$ cat config.mk
export PLATFORM = sky130hd
export DESIGN_NAME = clk_rst_sequencer
export DESIGN_NICKNAME = d
export VERILOG_FILES = /design/src/rtl/clk_rst_sequencer.sv
export SDC_FILE = /design/constraint.sdc
export NUM_CORES = 1
export LEC_CHECK = 0
export CAP_MARGIN = 30
export CORE_MARGIN = 1.5
export CORE_UTILIZATION = 30
export DETAILED_ROUTE_END_ITERATION = 8
export GPL_ROUTABILITY_DRIVEN = 0
export GPL_TIMING_DRIVEN = 0
export PLACE_DENSITY = 0.54
export SLEW_MARGIN = 15
export SYNTH_ARGS = -nofsm -noshare
export SYNTH_HDL_FRONTEND = slang
export SYNTH_SLANG_ARGS = --single-unit
$ cat constraint.sdc
create_clock -name clk -period 2.7 [get_ports clk]
set_input_delay 0.54 -clock clk [delete_from_list [all_inputs] [get_ports clk]]
set_output_delay 0.54 -clock clk [all_outputs]
set_load 0.02 [all_outputs]
$ cat src/rtl/clk_rst_sequencer.sv
// Power-up/recovery sequencer: PLL reset, lock qualification, DDR3 reset release, calibration wait.
// Optional macro CLK_RST_SEQ_SW_RESET_EN adds sw_rst_req to restart the sequence or leave FAIL.
//
// state            | meaning
// RST_PLL     (0)  | clock wizard held in reset for PLL_RST_CYCLES
// WAIT_LOCK   (1)  | waiting for synced locked, bounded by LOCK_TIMEOUT
// LOCK_STABLE (2)  | locked must stay high LOCK_STABLE consecutive cycles
// RELEASE_MIG (3)  | single cycle, DDR3 controller reset released
// WAIT_CALIB  (4)  | waiting for calibration, bounded by CALIB_TIMEOUT
// RUN         (5)  | all resets released
// FAIL        (6)  | retries exhausted, everything held in reset

module clk_rst_sequencer #(
  parameter int PLL_RST_CYCLES = 16,
  parameter int LOCK_STABLE    = 64,
  parameter int LOCK_TIMEOUT   = 4096,
  parameter int CALIB_TIMEOUT  = 1048576,
  parameter int MAX_RETRIES    = 3
) (
  input  logic       clk,
  input  logic       reset,
  input  logic       locked,
  input  logic       calib_done,
`ifdef CLK_RST_SEQ_SW_RESET_EN
  input  logic       sw_rst_req,
`endif
  output logic       pll_rst,
  output logic       mig_rst,
  output logic       core_rst,
  output logic [2:0] seq_state,
  output logic [1:0] retry_cnt,
  output logic       fail
);

  localparam int CNT_MAX_A = (PLL_RST_CYCLES > LOCK_STABLE) ? PLL_RST_CYCLES : LOCK_STABLE;
  localparam int CNT_MAX_B = (LOCK_TIMEOUT > CALIB_TIMEOUT) ? LOCK_TIMEOUT : CALIB_TIMEOUT;
  localparam int CNT_MAX   = (CNT_MAX_A > CNT_MAX_B) ? CNT_MAX_A : CNT_MAX_B;
  localparam int CNT_W     = (CNT_MAX < 2) ? 1 : $clog2(CNT_MAX);

  localparam logic [CNT_W-1:0] PLL_LAST    = CNT_W'(PLL_RST_CYCLES - 1);
  localparam logic [CNT_W-1:0] STABLE_LAST = CNT_W'(LOCK_STABLE - 1);
  localparam logic [CNT_W-1:0] LOCK_LAST   = CNT_W'(LOCK_TIMEOUT - 1);
  localparam logic [CNT_W-1:0] CALIB_LAST  = CNT_W'(CALIB_TIMEOUT - 1);

  localparam logic [2:0] ST_RST_PLL     = 3'd0;
  localparam logic [2:0] ST_WAIT_LOCK   = 3'd1;
  localparam logic [2:0] ST_LOCK_STABLE = 3'd2;
  localparam logic [2:0] ST_RELEASE_MIG = 3'd3;
  localparam logic [2:0] ST_WAIT_CALIB  = 3'd4;
  localparam logic [2:0] ST_RUN         = 3'd5;
  localparam logic [2:0] ST_FAIL        = 3'd6;

  logic             lk_meta, lk, cd_meta, cd;
  logic             sw_req;
  logic [2:0]       state, state_nxt;
  logic [CNT_W-1:0] cnt, cnt_nxt;
  logic [1:0]       retry_nxt;
  logic             fail_nxt;
  logic             attempt_fail;
  logic [2:0]       rst_nxt;

`ifdef CLK_RST_SEQ_SW_RESET_EN
  assign sw_req = sw_rst_req;
`else
  assign sw_req = 1'b0;
`endif

  always_ff @(posedge clk or posedge reset) begin
    if (reset) begin
      lk_meta <= 1'b0;
      lk      <= 1'b0;
      cd_meta <= 1'b0;
      cd      <= 1'b0;
    end else begin
      lk_meta <= locked;
      lk      <= lk_meta;
      cd_meta <= calib_done;
      cd      <= cd_meta;
    end
  end

  // Loss of lock is checked first everywhere so it wins over cd, sw requests and timeouts.
  always_comb begin
    state_nxt    = state;
    cnt_nxt      = cnt + CNT_W'(1);
    retry_nxt    = retry_cnt;
    fail_nxt     = fail;
    attempt_fail = 1'b0;
    case (state)
      ST_RST_PLL: begin
        if (cnt == PLL_LAST) state_nxt = ST_WAIT_LOCK;
      end
      ST_WAIT_LOCK: begin
        if (lk)                     state_nxt = ST_LOCK_STABLE;
        else if (cnt == LOCK_LAST)  attempt_fail = 1'b1;
      end
      ST_LOCK_STABLE: begin
        if (!lk)                      state_nxt = ST_WAIT_LOCK;
        else if (cnt == STABLE_LAST)  state_nxt = ST_RELEASE_MIG;
      end
      ST_RELEASE_MIG: begin
        state_nxt = lk ? ST_WAIT_CALIB : ST_RST_PLL;
      end
      ST_WAIT_CALIB: begin
        if (!lk || sw_req)          state_nxt = ST_RST_PLL;
        else if (cd)                state_nxt = ST_RUN;
        else if (cnt == CALIB_LAST) attempt_fail = 1'b1;
      end
      ST_RUN: begin
        cnt_nxt = cnt;
        if (!lk || sw_req) state_nxt = ST_RST_PLL;
        else if (!cd)      state_nxt = ST_WAIT_CALIB;
      end
      ST_FAIL: begin
        cnt_nxt = cnt;
        if (sw_req) begin
          state_nxt = ST_RST_PLL;
          retry_nxt = 2'd0;
          fail_nxt  = 1'b0;
        end
      end
      default: state_nxt = ST_RST_PLL;
    endcase

    if (attempt_fail) begin
      if (int'(retry_cnt) < MAX_RETRIES) begin
        state_nxt = ST_RST_PLL;
        retry_nxt = (retry_cnt == 2'b11) ? retry_cnt : retry_cnt + 2'd1;
      end else begin
        state_nxt = ST_FAIL;
        fail_nxt  = 1'b1;
      end
    end

    if (state_nxt != state) cnt_nxt = '0;
  end

  // Reset outputs decoded from the next state so they are registered yet aligned with seq_state.
  always_comb begin
    rst_nxt = 3'b111;
    case (state_nxt)
      ST_WAIT_LOCK, ST_LOCK_STABLE: rst_nxt = 3'b011;
      ST_RELEASE_MIG, ST_WAIT_CALIB: rst_nxt = 3'b001;
      ST_RUN:                        rst_nxt = 3'b000;
      default:                       rst_nxt = 3'b111;
    endcase
  end

  always_ff @(posedge clk or posedge reset) begin
    if (reset) begin
      state     <= ST_RST_PLL;
      cnt       <= '0;
      retry_cnt <= 2'd0;
      fail      <= 1'b0;
      pll_rst   <= 1'b1;
      mig_rst   <= 1'b1;
      core_rst  <= 1'b1;
    end else begin
      state     <= state_nxt;
      cnt       <= cnt_nxt;
      retry_cnt <= retry_nxt;
      fail      <= fail_nxt;
      {pll_rst, mig_rst, core_rst} <= rst_nxt;
    end
  end

  assign seq_state = state;

  a_reset_order: assert property (@(posedge clk) disable iff (reset)
    (core_rst || (!mig_rst && !pll_rst)) && (mig_rst || !pll_rst));

endmodule
==> results.py, run 1 <==
metrics = {
    "clocking": {
        "clkSinkCount": 33,
        "cts-root-buf": "clkbuf_8",
        "clock_latency_ns": 0.28,
        "cts_buffer_depth": 2,
        "cts_tree": "built",
        "cts_hold_buf": 0,
        "h-tree-depth": 2,
        "cts_resized": 0,
        "post_cts_buffers": 0,
        "cts_buffers": 5,
        "clk_pin_slew_ns": 0.07,
    },
    "floorplanning": {
        "coreArea_um2": 5960,
        "dieArea_um2": 6670,
        "start_util_pct": 31.2,
        "ioPinCount": 13,
        "chipHeight_um": 81.7,
        "fp.dieW_um": 81.7,
        "num_rows": 28,
    },
    "sta": {
        "worst_pin_slew_ns": 0.710,
        "fin_skew_ns": 0.00560,
        "rsz0062_at_grt": "no",
        "relSlewSlack_pct": 52.2,
        "hold_viol_final": 0,
        "fmax_mhz": 448,
        "post-route-period-util_pct": 82.7,
        "fin_ws_ns": 0.467,
        "setup_viol": 0,
        "layout_min_cycle_time_ns": 2.23,
        "tns_ns": 0,
        "maxSlewViolCount": 0,
    },
    "place": {
        "portBuffers": 12,
        "pre_cts_ws_ns": 0.460,
        "placed_area_um2": 2070,
        "dp.cells": 269,
        "dp.final_hpwl_um": 2710,
    },
    "detailed_routing": {
        "viasPerCell": 4.99,
        "routed_wirelength_um": 3780,
        "vias": 1381,
        "drc": 0,
        "ant_nets": 0,
        "drt_iter0_markers": 82,
        "firstDrtPassIters": 4,
        "wl_per_cell_um": 13.7,
    },
    "yosys": {
        "synth_seq_cells": 33,
        "syn_area_per_cell_um2": 10.2,
        "netlist_area_um2": 1860,
        "async_flop_share_pct": 100,
        "yosys_warnings": 0,
        "netlist_instances": 182,
        "synth_fp_nets": 188,
        "synth.distinct_cells": 45,
        "synth-edff-count": 0,
        "synth-seq-area-share_pct": 44.6,
        "synth_ff_type": "dfrtp_1",
    },
    "worst_setup_path": {
        "critPathCaptureType": "flop",
        "cp_slowest_cell": "dfrtp_1",
        "rrSetupSlack_ns": 0.47,
        "worstPathArrival_ns": 2.38,
        "crit_type": "flop to flop",
        "worstPathRequired_ns": 2.85,
        "crit_fanout": 9,
        "max_stage_delay_ns": 0.43,
        "worstSetupStartpointType": "flop",
        "crit_buf_inv": 0,
        "cp_cell_sequence": "nor4_2 > nand4_2 > a21o_1 > and3_2 > nor2_2 > nor2_1",
        "critPathTopFamily": "simple AND/OR/NAND/NOR gates",
    },
    "final_layout": {
        "fin_area_um2": 2150,
        "fill_cells": 622,
        "final_common_cell": "dfrtp_1",
        "nets": 207,
        "drive_gt1_share_pct": 23.3,
        "n_antenna_cell": 0,
        "mostFrequentLayoutCells": "dfrtp_1 (30), nor2_1 (19), nand2_1 (13), nand3_1 (13)",
        "area_growth_pct": 16.0,
        "finalNonFillerCells": 277,
    },
    "power_and_ir_drop": {
        "cellPowerDensity_nw_per_um2": 717,
        "internal-power_uw": 972,
        "p_switching_uw": 573,
        "leakage_nw": 0.964,
        "max-vdd-ir-drop_mv": 0.530,
        "p_seq_share_pct": 39.3,
        "p_comb_share_pct": 37.4,
        "p_clk_share_pct": 23.3,
        "power.share.switching_pct": 37.1,
    },
    "global_route": {
        "grt_usage_pct": 13.5,
        "grt_overflow_total": 0,
        "grt_pass1_wl_um": 6760,
        "grt_antenna_before_repair": 0,
        "grt_pass1_vias": 1369,
        "grt_max_degree": 34,
    },
    "min_path": {
        "hp-class": "flop to flop",
    },
    "run_status": {
        "outcome": "finished, final reports clean",
    },
    "job": {
        "drv_cap": 0,
    },
}
metal layers:
layer / vias to the layer above / part of all wire [%] / GRT usage [%]
met4: 0 / 2.1 / 6.27
li1: 670 / - / -
met5: - / 0 / 0
met3: 6 / 3.1 / 3.67
met2: 23 / 45 / 19.6
met1: 682 / 50 / 18.6
synthesized netlist by cell type (all sizes together), types with 2 or more instances:
cell type | n | area share (%)
dfrtp | 30 | 40
nor2 | 30 | 7.5
nand2 | 13 | 2.6
nand3 | 13 | 3.5
xor2 | 12 | 5.7
xnor2 | 10 | 4.7
a21oi | 7 | 1.9
nand4 | 7 | 3.5
and3 | 5 | 1.9
buf | 5 | 2.6
inv | 5 | 1.0
nor4 | 4 | 2.5
o21ai | 4 | 1.1
a21o | 3 | 1.2
and4 | 3 | 1.7
dfstp | 3 | 4.2
nor2b | 3 | 1.0
nor3 | 3 | 0.81
a211o | 2 | 1.0
and2 | 2 | 0.74
and3b | 2 | 1.1
ha | 2 | 1.3
nand2b | 2 | 0.67
o211ai | 2 | 1.1
final timing paths:
| kind | start | end | cells past startpoint |
|---|---|---|---|
| hold reg to reg | lk_meta | lk | 0 |
| setup reg to reg | cnt[16] | cnt[2] | 6 |
| max in group asynchronous | reset | cnt[19] | 2 |
| min in group asynchronous | reset | lk_meta | 2 |
| setup / recovery | cnt[16] | cnt[2] | 6 |
| hold / removal | lk_meta | lk | 0 |
cell type report:
| class | count | area, um^2 | share of cell area (%) |
|---|---|---|---|
| multi-input combinational | 138 | 956 | 44.4 |
| sequential | 33 | 830 | 38.5 |
| timing repair buffer | 12 | 120 | 5.57 |
| tap | 75 | 93.8 | 4.36 |
| clock buffer | 6 | 72.6 | 3.37 |
| buffer | 6 | 53.8 | 2.50 |
| inverter | 5 | 18.8 | 0.871 |
| clock inverter | 2 | 10.0 | 0.465 |
metrics by stage:
stage	hold WS [ns]	util (%)	power, mW
6_report	0.354	36.2	1.54
5_1_grt	0.367	36.2	1.67
4_1_cts	0.358	36.2	1.57
3_5_place_dp	0.341	34.8	1.20
3_3_place_gp	0.335	34.8	1.20
2_1_floorplan	0.331	-	1.04
power groups by stage:
stage	Clock [mW]	Sequential (mW)	Combinational, mW
3_3_place_gp	0	0.618	0.580
2_1_floorplan	0	0.633	0.407
6_report	0.360	0.608	0.577
5_1_grt	0.395	0.618	0.653
4_1_cts	0.373	0.610	0.588
3_5_place_dp	0	0.619	0.585
state kept, by name, indices dropped and copies added, names as in the netlist:
register,cells
cd,1
cd_meta,1
cnt,20
core_rst,1
fail,1
lk,1
lk_meta,1
mig_rst,1
pll_rst,1
retry_cnt,2
seq_state,3
logic make-up after synthesis:
family                     Yosys count  synth area share [%]
DFF                                 33                  44.6
buffers and inverters               11                  3.91
xor gates and xnor gates            22                  10.4
and+or+nand+nor                     91                  29.9
muxes                                1                 0.606
AOI/OAI and AO/OA                   22                  9.23
adders and majority gates            2                  1.35
(Power assumes the default switching activity.)
==> run 2: changes to the inputs <==
PLACE_DENSITY = 0.56   (was 0.54)
clock period = 2 ns   (was 2.7 ns; I/O delays follow)
==> run 2 against run 1 <==
The run now ends with negative setup slack left. Worst hold slack got worse by 0.0014 ns. Clock skew increased by 0.0036 ns. Clock-buffer cell count unchanged. Highest routed layer unchanged. Total power increased by 49%. Cell count increased by 4.3%. First-iteration DRC count decreased by 38%. Clock power increased by 36%.
==> results.py, run 2 (synthesis gave the netlist of run 1 again) <==
metrics = {
    "run_status": {
        "outcome": "complete, but fails checks",
        "violations": "negative setup slack",
    },
    "clocking": {
        "cts_tree": "built",
        "clkSinkCount": 33,
        "cts_buffers": 5,
        "cts_buffer_depth": 2,
        "cts-root-buf": "clkbuf_8",
        "cts_hold_buf": 0,
        "h-tree-depth": 2,
        "clk_pin_slew_ns": 0.06,
        "clock_latency_ns": 0.30,
    },
    "sta": {
        "hold_viol_final": 0,
        "layout_min_cycle_time_ns": 2.08,
        "rsz0062_at_grt": "yes",
        "fin_skew_ns": 0.00923,
        "fmax_mhz": 482,
        "fin_ws_ns": -0.0751,
        "relSlewSlack_pct": 53.7,
        "setup_viol": 21,
        "post-route-period-util_pct": 104,
        "worst_pin_slew_ns": 0.694,
        "maxSlewViolCount": 0,
    },
    "detailed_routing": {
        "vias": 1413,
        "viasPerCell": 4.89,
        "drt_iter0_markers": 51,
        "firstDrtPassIters": 4,
        "drc": 0,
        "routed_wirelength_um": 4070,
        "ant_nets": 0,
        "wl_per_cell_um": 14.1,
    },
    "final_layout": {
        "mostFrequentLayoutCells": "dfrtp_1 (24), nor2_1 (19)",
        "top_register": "cnt",
        "fill_cells": 611,
        "n_antenna_cell": 0,
        "regArea_um2": 837,
        "nets": 219,
        "drive_gt1_share_pct": 33.2,
        "fin_area_um2": 2350,
        "largest_reg_flops": 20,
        "multiInputGateArea_um2": 1040,
        "area_growth_pct": 26.3,
        "final_common_cell": "dfrtp_1",
        "finalNonFillerCells": 289,
    },
    "power_and_ir_drop": {
        "cellPowerDensity_nw_per_um2": 978,
        "max-vdd-ir-drop_mv": 0.718,
        "leakage_nw": 0.984,
    },
    "floorplanning": {
        "num_rows": 28,
        "coreArea_um2": 5960,
        "start_util_pct": 31.2,
        "dieArea_um2": 6670,
        "fp.dieW_um": 81.7,
        "chipHeight_um": 81.7,
        "ioPinCount": 13,
    },
    "global_route": {
        "grt_pass1_wl_um": 6810,
        "grt_overflow_total": 0,
        "grt_usage_pct": 13.9,
        "grt_antenna_before_repair": 0,
        "grt_pass1_vias": 1401,
        "grt_max_degree": 34,
    },
    "worst_setup_path": {
        "crit_fanout": 5,
        "r2r.worst_path.cells": 8,
        "worstSetupStartpointType": "flop",
        "crit_type": "flop to flop",
        "rr_endpoint": "cnt[15]",
        "critPathCaptureType": "flop",
        "worstPathRequired_ns": 2.18,
        "worstPathArrival_ns": 2.26,
        "rr_startpoint": "cnt[14]",
        "rrSetupSlack_ns": -0.08,
    },
    "min_path": {
        "hold_depth": 0,
        "whs_endpoint": "cd",
        "hp-start": "cd_meta",
        "hp-class": "flop to flop",
    },
    "job": {
        "drv_cap": 0,
    },
    "place": {
        "portBuffers": 12,
        "placed_area_um2": 2070,
        "dp.cells": 269,
        "dp.final_hpwl_um": 2580,
    },
}
[run 2: cell types whose count changed in the layout (fill, tap and decap cells not counted), moves of 2 or more]
cell     previous run  this run
nor2_4              0         2
buf_4               2        12
buf_6               3         6
dfrtp_1            30        24
dfrtp_2             0         6
nor2_2             11         9
[run 2: worst max-delay path: stages (launching register included)]
cell      delay (ns)
dfrtp_2         0.44
nor4_4          0.36
buf_4           0.17
o211ai_1        0.09
o221ai_2        0.31
a221oi_4        0.13
o211ai_4        0.24
buf_6           0.18
nor2_2          0.04
[run 2: stage by stage]
step                      util (%)  setup WS (ns)  hold WS [ns]  total power [mW]  TNS (ns)
after floorplan                  -         0.0255         0.331              1.41         0
after global placement        34.8         -0.194         0.337              1.61     -3.24
after detailed placement      34.8         -0.186         0.344              1.62     -3.26
after CTS                     38.3        -0.0510         0.358              2.26    -0.403
after global routing          39.4         -0.193         0.365              2.44     -3.29
final                         39.4        -0.0751         0.352              2.30     -1.06
[run 2: worst max path at each step]
stage | slack, ns | from | to | cells past startpoint
floorplan | 0.03 | seq_state[0] | cnt[5] | 8
global placement | -0.19 | cnt[16] | cnt[2] | 6
detailed placement | -0.19 | cnt[16] | cnt[14] | 6
CTS | -0.05 | cnt[15] | cnt[19] | 7
global route | -0.19 | cnt[14] | cnt[19] | 8
finish | -0.08 | cnt[14] | cnt[15] | 8
[run 2: power by group]
group	switching, mW	internal [mW]	total, mW
Clock	0.251	0.241	0.491
Sequential	0.0708	0.758	0.829
Combinational	0.549	0.426	0.975
[run 2: layer usage]
layer	GRT usage [%]	up-vias	wire (um)
met5	0	-	0
met4	6.61	0	78
met3	3.56	7	85
met2	20.7	12	1860
met1	18.6	694	2050
li1	-	700	-
[run 2: final cells by class]
| cell class | instances | area share (%) |
|---|---|---|
| buffer | 5 | 2.24 |
| clock buffer | 6 | 3.09 |
| clock inverter | 2 | 0.426 |
| inverter | 5 | 0.800 |
| multi-input combinational | 138 | 44.2 |
| sequential | 33 | 35.7 |
| tap | 75 | 4.00 |
| timing repair buffer | 25 | 9.59 |
[run 2: what timing repair did]
| item | 4_1_cts | 5_1_grt |
|---|---|---|
| pin swaps | 19 | 9 |
| setup endpoints to repair | 19 | 21 |
| buffers inserted | 6 | 6 |
| resized for setup | 18 | 6 |
| cloned | 1 | 0 |
==> run 3: changes to the inputs <==
CTS_CLUSTER_DIAMETER = 40   (was unset)
PLACE_DENSITY = 0.54   (was 0.56)
SKIP_LAST_GASP = 1   (was unset)
clock period = 2.3 ns   (was 2 ns; I/O delays follow)
==> run 3 against run 2 <==
Flip-flop and latch count unchanged. Critical path type unchanged. Global-route usage down 0.36 points. Critical path depth down 1. Register-to-register slack better by 0.23 ns. Design area down 7.2%. Worst hold slack better by 0.0014 ns. Die area unchanged. The run now ends clean. Sequential share of layout area up 2.4 points. Clock power down 14%. Maximum frequency down 3.1%.
==> results.py, run 3 (synthesis gave the netlist of run 1 again) <==
metrics = {
    "worst_setup_path": {
        "critPathCaptureType": "flop",
        "rr_endpoint": "cnt[15]",
        "rr_startpoint": "cnt[12]",
        "worstSetupStartpointType": "flop",
        "crit_type": "flop to flop",
        "worstPathRequired_ns": 2.52,
        "rrSetupSlack_ns": 0.16,
        "crit_fanout": 10,
        "r2r.worst_path.cells": 7,
        "worstPathArrival_ns": 2.36,
    },
    "global_route": {
        "grt_overflow_total": 0,
        "grt_pass1_vias": 1369,
        "grt_max_degree": 34,
        "grt_usage_pct": 13.5,
        "grt_pass1_wl_um": 6760,
        "grt_antenna_before_repair": 0,
    },
    "final_layout": {
        "nets": 207,
        "fill_cells": 620,
        "regArea_um2": 830,
        "final_common_cell": "dfrtp_1",
        "mostFrequentLayoutCells": "dfrtp_1 (30), nor2_1 (19), nand2_1 (13), nand3_1 (13)",
        "finalNonFillerCells": 277,
        "multiInputGateArea_um2": 978,
        "top_register": "cnt",
        "largest_reg_flops": 20,
        "n_antenna_cell": 0,
        "drive_gt1_share_pct": 23.3,
        "area_growth_pct": 17.2,
        "fin_area_um2": 2180,
    },
    "clocking": {
        "clkSinkCount": 33,
        "cts_hold_buf": 0,
        "cts-root-buf": "clkbuf_8",
        "clk_pin_slew_ns": 0.07,
        "cts_buffers": 5,
        "cts_tree": "built",
        "clock_latency_ns": 0.28,
        "cts_resized": 0,
        "h-tree-depth": 2,
        "cts_buffer_depth": 2,
        "post_cts_buffers": 0,
    },
    "sta": {
        "setup_viol": 0,
        "hold_viol_final": 0,
        "post-route-period-util_pct": 93.1,
        "fmax_mhz": 467,
        "relSlewSlack_pct": 50.0,
        "worst_pin_slew_ns": 0.742,
        "layout_min_cycle_time_ns": 2.14,
        "maxSlewViolCount": 0,
        "fin_skew_ns": 0.00476,
    },
    "detailed_routing": {
        "drc": 0,
        "routed_wirelength_um": 3810,
        "wl_per_cell_um": 13.8,
        "drt_iter0_markers": 86,
        "ant_nets": 0,
        "vias": 1393,
        "viasPerCell": 5.03,
        "firstDrtPassIters": 4,
    },
    "floorplanning": {
        "chipHeight_um": 81.7,
        "num_rows": 28,
        "fp.dieW_um": 81.7,
        "coreArea_um2": 5960,
        "dieArea_um2": 6670,
        "ioPinCount": 13,
        "start_util_pct": 31.2,
    },
    "place": {
        "dp.cells": 269,
        "dp.final_hpwl_um": 2710,
        "portBuffers": 12,
        "placed_area_um2": 2070,
    },
    "min_path": {
        "hp-class": "flop to flop",
        "hp-start": "lk_meta",
        "whs_endpoint": "lk",
        "hold_depth": 0,
    },
    "power_and_ir_drop": {
        "leakage_nw": 0.942,
        "p_total_mw": 1.82,
        "cellPowerDensity_nw_per_um2": 837,
        "max-vdd-ir-drop_mv": 0.645,
    },
    "job": {
        "drv_cap": 0,
    },
    "run_status": {
        "outcome": "finished, final reports clean",
    },
}
## run 3: cell types whose count changed in the layout (fill, tap and decap cells not counted), sizes merged
cell    previous run  this run
buf               18         5
clkbuf             6         7
## run 3: worst max path at each step
stage	depth (start not counted)	endpoint	slack [ns]	start
floorplan	8	cnt[5]	0.27	seq_state[0]
global placement	6	cnt[2]	0.06	cnt[16]
CTS	6	cnt[2]	0.04	cnt[16]
finish	7	cnt[15]	0.16	cnt[12]
detailed placement	6	cnt[2]	0.06	cnt[16]
global route	8	cnt[3]	-0.004	seq_state[2]
## run 3: through the flow
| stage | util, % | setup WS (ns) | hold WS, ns | setup TNS [ns] |
|---|---|---|---|---|
| floorplan | - | 0.268 | 0.331 | 0 |
| global placement | 34.8 | 0.0574 | 0.335 | 0 |
| detailed placement | 34.8 | 0.0596 | 0.341 | 0 |
| CTS | 36.2 | 0.0429 | 0.358 | 0 |
| global route | 36.6 | -0.00394 | 0.367 | -0.0146 |
| finish | 36.6 | 0.159 | 0.354 | 0 |
## run 3: area by class of cell
class                   count  share of cell area (%)
plain buffers               6                    2.47
clock inverters             2                   0.460
repair buffers             12                    5.52
flip-flops and latches     33                    38.1
multi-input cells         138                    44.9
inverters                   5                   0.862
clock buffers               6                    3.33
well taps                  75                    4.31
## run 3: layer usage
layer	GRT usage [%]	routed length (um)
met4	6.27	70
met2	19.6	1750
met3	3.67	140
met5	0	0
met1	18.6	1850
## run 3: critical path: stages, from the launching register on
cell and delay, ns:
dfrtp_1 0.46, nor4_4 0.38, o211ai_1 0.15, o221ai_1 0.40
and3_2 0.30, o211ai_2 0.11, buf_6 0.17, nor2_2 0.11
## run 3: power breakdown
group          switching [mW]  internal, mW
Clock                   0.211         0.210
Combinational           0.410         0.277
Sequential             0.0564         0.658
